==> src/rtl/subservient_wb_arb_pkg.sv <==
// rtl/subservient_wb_arb_pkg.sv - state encoding and master indices for the SRAM Wishbone arbiter
package subservient_wb_arb_pkg;

   localparam logic [1:0] ST_IDLE  = 2'd0;
   localparam logic [1:0] ST_GNT_I = 2'd1;
   localparam logic [1:0] ST_GNT_D = 2'd2;
   localparam logic [1:0] ST_GNT_X = 2'd3;

   typedef enum logic [1:0] {
      IDLE  = ST_IDLE,
      GNT_I = ST_GNT_I,
      GNT_D = ST_GNT_D,
      GNT_X = ST_GNT_X
   } arb_state_e;

   localparam logic [1:0] M_IBUS = 2'd0;
   localparam logic [1:0] M_DBUS = 2'd1;
   localparam logic [1:0] M_DBG  = 2'd2;

endpackage

==> src/rtl/subservient_wb_arb.sv <==
// rtl/subservient_wb_arb.sv - ibus/dbus(/debug) arbiter onto the shared SRAM Wishbone port
// Optional debug master enabled by SUBSERVIENT_ARB_DBG_EN.
module subservient_wb_arb
   import subservient_wb_arb_pkg::*;
#(
   parameter int depth = 256,
   parameter int aw    = $clog2(depth)
) (
   input  logic          i_clk,
   input  logic          i_rst,
   input  logic [aw-3:0] i_ibus_adr,
   input  logic          i_ibus_cyc,
   output logic [31:0]   o_ibus_rdt,
   output logic          o_ibus_ack,
   input  logic [aw-3:0] i_dbus_adr,
   input  logic [31:0]   i_dbus_dat,
   input  logic [3:0]    i_dbus_sel,
   input  logic          i_dbus_we,
   input  logic          i_dbus_cyc,
   output logic [31:0]   o_dbus_rdt,
   output logic          o_dbus_ack,
`ifdef SUBSERVIENT_ARB_DBG_EN
   input  logic [aw-3:0] i_dbg_adr,
   input  logic [31:0]   i_dbg_dat,
   input  logic [3:0]    i_dbg_sel,
   input  logic          i_dbg_we,
   input  logic          i_dbg_cyc,
   output logic [31:0]   o_dbg_rdt,
   output logic          o_dbg_ack,
`endif
   output logic [aw-3:0] o_wb_adr,
   output logic [31:0]   o_wb_dat,
   output logic [3:0]    o_wb_sel,
   output logic          o_wb_we,
   output logic          o_wb_stb,
   input  logic [31:0]   i_wb_rdt,
   input  logic          i_wb_ack
);

   arb_state_e state_q, state_d;
   logic [1:0] rr_last_q, rr_last_d;
   logic       granted;

   always_ff @(posedge i_clk) begin
      if (i_rst) begin
         state_q   <= IDLE;
         rr_last_q <= M_DBUS;
      end else begin
         state_q   <= state_d;
         rr_last_q <= rr_last_d;
      end
   end

   // Grant is only re-evaluated from IDLE, so every ack is followed by a one-cycle bubble.
   always_comb begin
      state_d   = state_q;
      rr_last_d = rr_last_q;
      case (state_q)
         IDLE: begin
`ifdef SUBSERVIENT_ARB_DBG_EN
            if (i_dbg_cyc) begin
               state_d = GNT_X;
            end else
`endif
            if (i_ibus_cyc && (!i_dbus_cyc || rr_last_q == M_DBUS)) begin
               state_d   = GNT_I;
               rr_last_d = M_IBUS;
            end else if (i_dbus_cyc) begin
               state_d   = GNT_D;
               rr_last_d = M_DBUS;
            end
         end
         default: begin
            if (i_wb_ack) state_d = IDLE;
         end
      endcase
   end

   always_comb begin
      o_wb_adr = '0;
      o_wb_dat = '0;
      o_wb_sel = '0;
      o_wb_we  = 1'b0;
      granted  = 1'b0;
      case (state_q)
         GNT_I: begin
            granted  = 1'b1;
            o_wb_adr = i_ibus_adr;
            o_wb_sel = 4'hf;
         end
         GNT_D: begin
            granted  = 1'b1;
            o_wb_adr = i_dbus_adr;
            o_wb_dat = i_dbus_dat;
            o_wb_sel = i_dbus_sel;
            o_wb_we  = i_dbus_we;
         end
`ifdef SUBSERVIENT_ARB_DBG_EN
         GNT_X: begin
            granted  = 1'b1;
            o_wb_adr = i_dbg_adr;
            o_wb_dat = i_dbg_dat;
            o_wb_sel = i_dbg_sel;
            o_wb_we  = i_dbg_we;
         end
`endif
         default: ;
      endcase
   end

   assign o_wb_stb = granted & ~i_wb_ack;

   // Read data is zeroed whenever its ack is low so the buses can be OR-merged downstream.
   assign o_ibus_ack = (state_q == GNT_I) & i_wb_ack;
   assign o_ibus_rdt = o_ibus_ack ? i_wb_rdt : 32'd0;
   assign o_dbus_ack = (state_q == GNT_D) & i_wb_ack;
   assign o_dbus_rdt = o_dbus_ack ? i_wb_rdt : 32'd0;
`ifdef SUBSERVIENT_ARB_DBG_EN
   assign o_dbg_ack  = (state_q == GNT_X) & i_wb_ack;
   assign o_dbg_rdt  = o_dbg_ack ? i_wb_rdt : 32'd0;
`endif

endmodule

==> config.mk <==
export PLATFORM = sky130hd
export DESIGN_NAME = subservient_wb_arb
export DESIGN_NICKNAME = d
export VERILOG_FILES = /design/src/rtl/subservient_wb_arb_pkg.sv /design/src/rtl/subservient_wb_arb.sv
export SDC_FILE = /design/constraint.sdc
export NUM_CORES = 1
export LEC_CHECK = 0
export ABC_CLOCK_PERIOD_IN_PS = 1820
export CAP_MARGIN = 10
export CORE_ASPECT_RATIO = 0.9
export CORE_MARGIN = 3
export CORE_UTILIZATION = 21
export DETAILED_ROUTE_END_ITERATION = 8
export PLACE_DENSITY = 0.82
export SETUP_SLACK_MARGIN = 0.2
export SLEW_MARGIN = 40
export SYNTH_ARGS = -nofsm -noshare
export SYNTH_HDL_FRONTEND = slang
export SYNTH_SLANG_ARGS = --single-unit
==> constraint.sdc <==
create_clock -name i_clk -period 1.82 [get_ports i_clk]
set_input_delay 0.364 -clock i_clk [delete_from_list [all_inputs] [get_ports i_clk]]
set_output_delay 0.364 -clock i_clk [all_outputs]
set_load 0.02 [all_outputs]
==> run summary <==
outcome = finished clean
fin crit share = 98.49%
row count = 24
Data arrival, critical path = 1.43 ns
CTS root buffer = clkbuf_8
RR Endpoint = rr_last_q[0]
total grt overflow = 0
layout cell share with drive strength beyond 1 = 67.04%
Clock transition at path regs = 0.03 ns
Worst Setup EP = o_ibus_rdt[28]
vias in the first global route = 1903
maximum clock path buffer count = 2
die height = 74.07 µm
DRC viols = 0
largest net degree at the start of global routing = 29
core area = 4895 µm²
number of antenna violations at the first check in global routing = 0
synthesized area = 1081 µm²
Iter 0 DRT Violations = 24
RSZ-0062 raised after global routing = true
max incr delay on CP = 0.36 ns
gp weighted congestion = 0.8331
CP startpoint = state_q[1]
Cells after Synth = 159
Die Width = 81.63 µm
Area growth syn-to-layout = 266.7%
Critical Path End Type = primary output
Worst Hold Slack = 0.5374 ns
pre-CTS WS = -0.4791 ns
Avg Cell Area, Syn = 6.799 µm²
met1 GRT Util = 23.48%
buffers added on ports = 195
WP buf/inv = 4
CP dominant cell by count = buf_6
RR Startpoint = state_q[0]
met3 Usage GRT = 5.327%
worst-path cell chain = inv_4, ha_4, buf_6, buf_6, and3_1, buf_4
HP Class = flip-flop to flip-flop
Final nets = 451
worst-skew pair later-pin latency = 0.22 ns
Peak Freq = 557.9 MHz
GR Util All Layers = 20.64%
Ys Warns = 0
slowest stage cell, crit path = dfxtp_4
# hold bufs at CTS = 0
Detailed Place HPWL = 5125 µm
Yosys cell types = 23
post-route antenna net violation count = 0
Rel. slew slack = 85.66%
WP depth = 6
vias per cell = 4.739
commonest cells after routing, fill and taps aside = buf_6, clkdlybuf4s50_1, and3_4
worst-path fanout max = 7
ant diodes = 0
number of H-tree levels = 1
CTS tree = done
Top delay family on crit path = buffers and inverters
crit path time final = 1.793 ns
register area share after synthesis = 5.556%
final setup margin = 0.02747 ns
Initial Utilization = 22.09%
via count = 2019
Final Hold Vio Count = 0
Die Area = 6046 µm²
flop-to-flop setup slack = 0.57 ns
Worst EP required = 1.46 ns
DRT Pass-1 Iters = 4
per-cell routed wire length = 17.88 µm
R2R cell count = 6
first-pass GRT wire length = 9804 µm
Tightest Pin Transition = 0.2150 ns
crit path kind = flip-flop to primary output
Ports = 196
GR Util met2 = 39.15%
Synthesized Nets = 248
Max VDD drop = 0.4262 mV
P per Cell Area = 403.2 nW/µm²
Startpoint Class = flip-flop
TNS Setup = 0 ns
Fin Clk Skew = 0.0004017 ns
TritonCTS Buffers = 3
gr busiest metal = met2
Final Slew Violations = 0
Seq cells post-synth = 3
# setup viols final = 0
commonest non-fill, non-tap cell in the layout = buf_6
routed wire length = 7617 µm
# Max-Cap Violations = 0
Sink Count = 3
Pleak = 0.001767 µW
[how the worst min path moves through the flow]
stage,depth (start not counted),slack [ns],endpoint,start
final,1,0.54,rr_last_q[0],rr_last_q[0]
after global routing,1,0.57,state_q[1],state_q[1]
after global placement,1,0.50,rr_last_q[0],rr_last_q[0]
after floorplan,1,0.46,rr_last_q[0],i_rst
after CTS,1,0.53,rr_last_q[0],rr_last_q[0]
after detailed placement,1,0.52,state_q[1],state_q[1]
[worst register-to-register path, delay by kind of cell (launching register included)]
family | cells | cell delay (ns)
DFF | 1 | 0.37
AOI/OAI and AO/OA | 1 | 0.26
buffers and inverters | 2 | 0.19
adders and majority gates | 1 | 0.16
and+or+nand+nor | 2 | 0.16
[final cells by class]
class	count	area [µm²]
clock buffers	4	45.04
multi-input cells	133	1286
well taps	65	81.33
fillers	311	930.9
inverters	3	16.27
repair buffers	218	2467
flip-flops and latches	3	67.56
[power breakdown]
| group | internal (µW) | switching, µW |
|---|---|---|
| logic | 772 | 540 |
| registers | 76.7 | 14.4 |
| clock network | 149 | 44.9 |
| total | 998 | 600 |
[kinds of logic (layout without fill, tap and decap cells)]
group | count (synthesis) | after routing | share of synthesized area [%]
DFF | 3 | 3 | 5.556
buffers and inverters | 23 | 225 | 13.77
adders and majority gates | 3 | 3 | 3.473
and+or+nand+nor | 115 | 115 | 67.24
AOI/OAI and AO/OA | 15 | 15 | 9.954
[metrics by stage]
step / area (µm²) / std cells / utilization (%) / total power [µW]
final: 3964 / 426 / 80.98 / 1598
after CTS: 3219 / 418 / 65.77 / 1302
after global placement: 3077 / 407 / 62.86 / 992.4
after detailed placement: 3077 / 407 / 62.86 / 1006
after global routing: 3964 / 426 / 80.98 / 1688
after floorplan: 1081 / 159 / - / 510.4
[metal layers]
layer,share of wire (%),vias up
li1,-,968
met1,37,952
met5,0,-
met3,7.7,6
met2,54,93
met4,1.2,0
[registers in the layout, summed over array words and instances (netlist names)]
name / count
state_q: 2
rr_last_q: 1
[synth_stat cells, drive strengths merged]
cell type   n  area share, %
a211o       1           0.81
a211oi      1           0.69
a21oi       5            2.7
a22oi       6            4.2
a31o        2            1.6
and2       35             20
and2b       1           0.81
and3       64             38
buf        12            9.4
clkbuf      8            3.4
dfxtp       3            5.6
ha          3            3.5
inv         3            1.0
nand2       2           0.69
nor2        1           0.35
nor2b      11            6.4
nor3        1           0.46
[what timing repair did]
item                                    CTS  global route
gates cloned                              4             5
gates resized for setup                 476           303
pin swaps                                 2            26
buffers inserted                          3             3
endpoints found under the setup margin  110           110
(Power assumes the default switching activity.)
